<file path="config.mk">
export PLATFORM = sky130hd
export DESIGN_NAME = fb_port_arbiter_flat
export DESIGN_NICKNAME = d
export VERILOG_FILES = /design/src/rtl/fb_arb_pkg.sv /design/src/rtl/fb_port_arbiter_if.sv /design/src/rtl/fb_ready_sync.sv /design/src/rtl/fb_port_arbiter.sv /design/src/flat_wrapper.sv
export SDC_FILE = /design/constraint.sdc
export NUM_CORES = 1
export LEC_CHECK = 0
export CORE_UTILIZATION = 42
export DETAILED_ROUTE_END_ITERATION = 12
export HOLD_SLACK_MARGIN = 0.03
export PLACE_DENSITY = 0.93
export SYNTH_ARGS = -nofsm -noshare
export SYNTH_HDL_FRONTEND = slang
export SYNTH_SLANG_ARGS = --single-unit
</file>
<file path="constraint.sdc">
create_clock -name clk -period 2.4 [get_ports clk]
set_input_delay 0.48 -clock clk [delete_from_list [all_inputs] [get_ports clk]]
set_output_delay 0.48 -clock clk [all_outputs]
set_load 0.1 [all_outputs]
</file>
<file path="src/rtl/fb_arb_pkg.sv">
// fb_arb_pkg: state encoding, default widths and grant helper shared by the frame-buffer port arbiter
package fb_arb_pkg;

   localparam int DEF_ADDR_W = 16;
   localparam int DEF_DATA_W = 24;

   typedef enum logic [1:0] {
      IDLE    = 2'd0,
      REQ     = 2'd1,
      RELEASE = 2'd2,
      DONE    = 2'd3
   } state_t;

   function automatic logic [1:0] onehot(input logic g);
      return g ? 2'b10 : 2'b01;
   endfunction

endpackage

</file>
<file path="src/rtl/fb_port_arbiter_if.sv">
// fb_port_arbiter_if: frame-buffer pixel port bundle (4-phase request/ready, asynchronous ready)
interface fb_port_arbiter_if
   import fb_arb_pkg::*;
#(
   parameter int ADDR_W = DEF_ADDR_W,
   parameter int DATA_W = DEF_DATA_W
);

   logic              px_request;
   logic              px_write;
   logic [ADDR_W-1:0] px_address;
   logic [DATA_W-1:0] px_write_data;
   logic              px_ready_a;
   logic [DATA_W-1:0] px_read_data;

   modport master (
      output px_request, px_write, px_address, px_write_data,
      input  px_ready_a, px_read_data
   );

   modport slave (
      input  px_request, px_write, px_address, px_write_data,
      output px_ready_a, px_read_data
   );

endinterface

</file>
<file path="src/rtl/fb_ready_sync.sv">
// fb_ready_sync: SYNC_STAGES-deep flop chain bringing an asynchronous ready into the clk domain
module fb_ready_sync #(
   parameter int SYNC_STAGES = 2
) (
   input  logic clk,
   input  logic rst_n,
   input  logic d_a,
   output logic q
);

   logic [SYNC_STAGES-1:0] sr;

   // shift the asynchronous level through the chain; cleared with the block reset
   always_ff @(posedge clk or negedge rst_n)
      if (!rst_n) sr <= '0;
      else sr <= {sr[SYNC_STAGES-2:0], d_a};

   assign q = sr[SYNC_STAGES-1];

endmodule

</file>
<file path="src/rtl/fb_port_arbiter.sv">
// fb_port_arbiter: round-robin sharing of the frame-buffer pixel port between two 4-phase requesters (watchdog under FB_ARB_TIMEOUT_EN)
module fb_port_arbiter
   import fb_arb_pkg::*;
#(
   parameter int ADDR_W         = DEF_ADDR_W,
   parameter int DATA_W         = DEF_DATA_W,
   parameter int SYNC_STAGES    = 2,
   parameter int TIMEOUT_CYCLES = 1024
) (
   input  logic                clk,
   input  logic                rst_n,
   input  logic [1:0]          rq_req,
   input  logic [1:0]          rq_write,
   input  logic [2*ADDR_W-1:0] rq_addr,
   input  logic [2*DATA_W-1:0] rq_wdata,
   output logic [1:0]          rq_ready,
   output logic [DATA_W-1:0]   rq_rdata,
   fb_port_arbiter_if.master   px,
   output logic [1:0]          grant,
   output logic                busy,
   output logic                err_timeout
);

   state_t            state, state_n;
   logic              rdy_s, last_grant, last_n, g, gi, tmo, err_n;
   logic              req_n, wr_n;
   logic [ADDR_W-1:0] addr_n, addr_g;
   logic [DATA_W-1:0] wdata_n, wdata_g, rdata_n;
   logic [1:0]        grant_n, ready_n;

   fb_ready_sync #(.SYNC_STAGES(SYNC_STAGES)) u_sync (
      .clk   (clk),
      .rst_n (rst_n),
      .d_a   (px.px_ready_a),
      .q     (rdy_s)
   );

   assign g       = (&rq_req) ? ~last_grant : rq_req[1];
   assign gi      = grant[1];
   assign addr_g  = g ? rq_addr[2*ADDR_W-1:ADDR_W] : rq_addr[ADDR_W-1:0];
   assign wdata_g = g ? rq_wdata[2*DATA_W-1:DATA_W] : rq_wdata[DATA_W-1:0];
   assign busy    = state != IDLE;

`ifdef FB_ARB_TIMEOUT_EN
   localparam int CNT_W = $clog2(TIMEOUT_CYCLES + 1);
   logic [CNT_W-1:0] cnt;

   // watchdog: counts cycles spent waiting on the frame buffer, restarting on every state change
   always_ff @(posedge clk or negedge rst_n)
      if (!rst_n) cnt <= '0;
      else cnt <= (state_n != state || state == IDLE || state == DONE) ? '0 : cnt + 1'b1;

   assign tmo = (state == REQ || state == RELEASE) && cnt == CNT_W'(TIMEOUT_CYCLES - 1);
`else
   assign tmo = 1'b0;
`endif

   // next-state and registered-output values; a watchdog expiry overrides the normal flow
   always_comb begin
      state_n = state;
      req_n   = px.px_request;
      wr_n    = px.px_write;
      addr_n  = px.px_address;
      wdata_n = px.px_write_data;
      grant_n = grant;
      ready_n = rq_ready;
      rdata_n = rq_rdata;
      last_n  = last_grant;
      err_n   = err_timeout | tmo;
      if (tmo) begin
         state_n = DONE;
         req_n   = 1'b0;
         rdata_n = '0;
         ready_n = onehot(gi);
      end else begin
         case (state)
            IDLE: if (|rq_req && !rdy_s) begin
               state_n = REQ;
               req_n   = 1'b1;
               wr_n    = rq_write[g];
               addr_n  = addr_g;
               wdata_n = wdata_g;
               grant_n = onehot(g);
            end
            REQ: if (rdy_s) begin
               state_n = RELEASE;
               req_n   = 1'b0;
               rdata_n = px.px_write ? rq_rdata : px.px_read_data;
            end
            RELEASE: if (!rdy_s) begin
               state_n = rq_req[gi] ? DONE : IDLE;
               ready_n = rq_req[gi] ? grant : 2'b00;
               grant_n = rq_req[gi] ? grant : 2'b00;
               last_n  = rq_req[gi] ? last_grant : gi;
            end
            DONE: if (!rq_req[gi]) begin
               state_n = IDLE;
               ready_n = 2'b00;
               grant_n = 2'b00;
               last_n  = gi;
            end
            default: state_n = IDLE;
         endcase
      end
   end

   // state and output registers; reset aborts any transaction and hands port 0 the first grant
   always_ff @(posedge clk or negedge rst_n)
      if (!rst_n) begin
         state            <= IDLE;
         px.px_request    <= 1'b0;
         px.px_write      <= 1'b0;
         px.px_address    <= '0;
         px.px_write_data <= '0;
         grant            <= 2'b00;
         rq_ready         <= 2'b00;
         rq_rdata         <= '0;
         last_grant       <= 1'b1;
         err_timeout      <= 1'b0;
      end else begin
         state            <= state_n;
         px.px_request    <= req_n;
         px.px_write      <= wr_n;
         px.px_address    <= addr_n;
         px.px_write_data <= wdata_n;
         grant            <= grant_n;
         rq_ready         <= ready_n;
         rq_rdata         <= rdata_n;
         last_grant       <= last_n;
         err_timeout      <= err_n;
      end

endmodule
</file>
<file path="src/flat_wrapper.sv">
// flat-port wrapper written by rule: the top's interface ports become plain ports
module fb_port_arbiter_flat import fb_arb_pkg::*;
#(
   parameter int ADDR_W         = DEF_ADDR_W,
   parameter int DATA_W         = DEF_DATA_W,
   parameter int SYNC_STAGES    = 2,
   parameter int TIMEOUT_CYCLES = 1024
)
  (clk, rst_n, rq_req, rq_write, rq_addr, rq_wdata, rq_ready, rq_rdata, grant, busy, err_timeout, px_px_request, px_px_write, px_px_address, px_px_write_data, px_px_ready_a, px_px_read_data);
  fb_port_arbiter_if #(.ADDR_W(ADDR_W), .DATA_W(DATA_W)) px_i ();
  input  logic clk;
  input  logic rst_n;
  input  logic [1:0] rq_req;
  input  logic [1:0] rq_write;
  input  logic [2*ADDR_W-1:0] rq_addr;
  input  logic [2*DATA_W-1:0] rq_wdata;
  output logic [1:0] rq_ready;
  output logic [DATA_W-1:0] rq_rdata;
  output logic [1:0] grant;
  output logic busy;
  output logic err_timeout;
  output wire logic [$bits(px_i.px_request)-1:0] px_px_request;
  output wire logic [$bits(px_i.px_write)-1:0] px_px_write;
  output wire logic [$bits(px_i.px_address)-1:0] px_px_address;
  output wire logic [$bits(px_i.px_write_data)-1:0] px_px_write_data;
  input wire logic [$bits(px_i.px_ready_a)-1:0] px_px_ready_a;
  input wire logic [$bits(px_i.px_read_data)-1:0] px_px_read_data;
  assign px_px_request = px_i.px_request;
  assign px_px_write = px_i.px_write;
  assign px_px_address = px_i.px_address;
  assign px_px_write_data = px_i.px_write_data;
  assign px_i.px_ready_a = px_px_ready_a;
  assign px_i.px_read_data = px_px_read_data;
  fb_port_arbiter #(.ADDR_W(ADDR_W), .DATA_W(DATA_W), .SYNC_STAGES(SYNC_STAGES), .TIMEOUT_CYCLES(TIMEOUT_CYCLES)) u_core (.clk(clk), .rst_n(rst_n), .rq_req(rq_req), .rq_write(rq_write), .rq_addr(rq_addr), .rq_wdata(rq_wdata), .rq_ready(rq_ready), .rq_rdata(rq_rdata), .px(px_i), .grant(grant), .busy(busy), .err_timeout(err_timeout));
endmodule
</file>
==> impl_results.md <==
* Clock skew at 0.00832 ns
* DP Area at between 5000 and 6000 um^2
* Worst path arrival time at 2.16 ns
* Chip Height at 91.8 um
* R2r startpoint: u_core.state[1]
* Clock net sink count at 75
* Initial antenna violation count at 0
* FF+latch area at 1880 um^2
* Largest area contributor in the netlist: dfrtp_1
* Final instance area at 5290 um^2
* Die W at 91.8 um
* Yosys top cell area share at 54.7%
* TNS Setup at 0 ns
* Worst setup startpoint: u_core.state[1]
* Layout cells sized above 1 at between 20 and 30%
* Core region area at 7770 um^2
* Drt total wl at 8330 um
* Max Slew Vio Count at 0
* Flops & latches, synth at 75
* Vias in the first global route at 2878
* I/O Pins at 183
* Worst hold margin at 0.300 ns
* Most used DFF post-synth: dfrtp_1
* Hold crit path type: in -> async
* TritonCTS clock tree: yes
* Area Growth Syn to Fin at 56.3%
* Worst-margin pin slew at 0.927 ns
* Slowest cell on crit path: nor2_4
* Starting Density at 43.6%
* Gr usage total at 20.7%
* Cts hold-fix bufs at 0
* Fin cells at 566
* Max Cap Viol at 0
* Most area-consuming cells after synthesis: dfrtp_1 (55%), mux2i_1 (12%), mux2_2 (7.0%), nor2_1 (5.1%), a21oi_2 (4.9%)
* RSZ-0062 raised after global routing: no
* Final Hold Fails at 0
* Root buffer cell: clkbuf_8
* Multi-input gate area in the final layout at 1350 um^2
* Initial DRT Pass Iterations at 4
* H-tree levels at 3
* Vias per cell at around 5
* Setup Buffers After CTS at 0
* # setup viols final at 0
* Nets at 570
* Largest stage delay, worst path at between 0.5 and 0.6 ns
* Via count at about 2800
* Period Utilization, post-route at approximately four fifths
* FP Rows at 32
* DRT iter0 DRCs at 154
* Tmin final at a little under 2 ns
* Reg clk slew, reported paths at 0.07 ns
* Post-synthesis sequential area ratio at 55.5%
* Post-Syn Nets at 394
* Pin count of the biggest net entering global routing at 85
* Antenna Nets Post-Route at 0
* Hpwl dp at 6180 um
* Die area at approximately 8400 um^2
* RePlAce Congestion at 0.805
* Commonest cells after routing, fill and taps aside: clkdlybuf4s50_1 (109), dfrtp_1 (74), buf_4 (72)
* CTS-repair resized insts at 0
* Syn avg cell area at 12.0 um^2
* Drc violations at 0
* Fillers at around 570
* Synth Instances at around 280
* Post-synthesis cell type count at 29
* Clock tree buffer depth at 2
* CP Buf/Inv Count at 1
* Number of CTS-inserted buffers at 9
* Synthesized area at 3390 um^2
* CP endpoint kind: flip-flop
* EDFF count, synth at 0
* Critical path class: reg -> reg
* Worst-path maximum fanout at 24
* Delay-heaviest family, CP: simple AND/OR/NAND/NOR gates
* Placed Instances at 550
* Critical path, cell by cell: inv_1 -> nand3_1 -> nor2_4 -> mux2_2
* Commonest non-fill, non-tap cell in the layout: clkdlybuf4s50_1
* Number of I/O port buffers at about 180
* Async set-reset flop share out of synthesis at between 90% and 100%
* Gr ovfl total at 0
* Status: complete, no violations
* Worst EP required at about 2.6 ns
* Worst skew pair latency at approximately 0.33 ns
* Global-route wire length before repair at 13500 um
* Drt wl/cell at 14.7 um
* Fmax at 513 MHz
* YS warnings at 0
* Max_slew headroom at 38.2%
* CP Launch Type: flip-flop
* Ant. Diodes at 0
## path summary, 6_finish.rpt
| path | to | slack (ns) | depth (start not counted) |
|---|---|---|---|
| min in group clk | u_core.u_sync.sr[1] | 0.36 | 0 |
| min reg2reg | u_core.u_sync.sr[1] | 0.36 | 0 |
| min | u_core.rq_rdata[10] | 0.30 | 1 |
| max | u_core.rq_rdata[7] | 0.45 | 4 |
| max in group asynchronous | u_core.px.px_address[2] | 1.52 | 1 |
| max reg2reg | u_core.rq_rdata[7] | 0.45 | 4 |
## sequential cells by signal (all words and copies together), names as in the netlist
register                 count
u_core.u_sync.sr             2
u_core.last_grant            1
u_core.rq_ready              2
u_core.px.px_write_data     24
u_core.px.px_request         1
u_core.px.px_address        16
u_core.grant                 2
u_core.rq_rdata             24
u_core.px.px_write           1
u_core.state                 2
## worst reg2reg max path: stages (launching register included)
cell	delay, ns
dfrtp_1	0.49
inv_1	0.17
nand3_1	0.20
nor2_4	0.57
mux2_2	0.42
## synth_stat cells, types with 3 or more instances
master,n
dfrtp_1,74
nor2_1,46
mux2i_1,42
a21oi_1,25
mux2_2,21
a21oi_2,19
buf_4,8
nand2_1,8
buf_6,7
o21ai_0,5
inv_1,4
buf_2,3
mux2_1,3
nand3_1,3
## final cells by class
class,count,area share [%]
Inverter,4,0.284
Timing Repair Buffer,183,31.6
Clock buffer,10,2.60
Multi-Input combinational cell,186,25.5
Clock inverter,6,2.10
Sequential cell,75,35.5
Tap cell,102,2.41
## routing by layer
layer,GRT usage [%],vias up,share of wire [%]
li1,-,1331,-
met1,22.5,1327,38
met2,37.5,145,51
met3,6.47,14,9.2
met4,7.94,0,2.1
met5,0,-,0
## logic make-up after synthesis
group / after synthesis / synth area share (%)
AND/OR/NAND/NOR: 63 / 8.06
AO/OA/AOI/OAI: 56 / 11.0
multiplexers: 66 / 20.4
buffers and inverters: 22 / 4.99
flip-flops: 75 / 55.5
other: 1 / 0.111
## through the flow
step,setup WS (ns),util [%]
finish,0.451,68.1
global route,0.343,68.1
CTS,0.472,68.1
detailed placement,0.224,64.9
global placement,0.292,64.9
floorplan,0.676,-
Power is left out: the tool's default activity adds up to more than one toggle a clock period on the data nets, which glitch-free logic cannot reach.
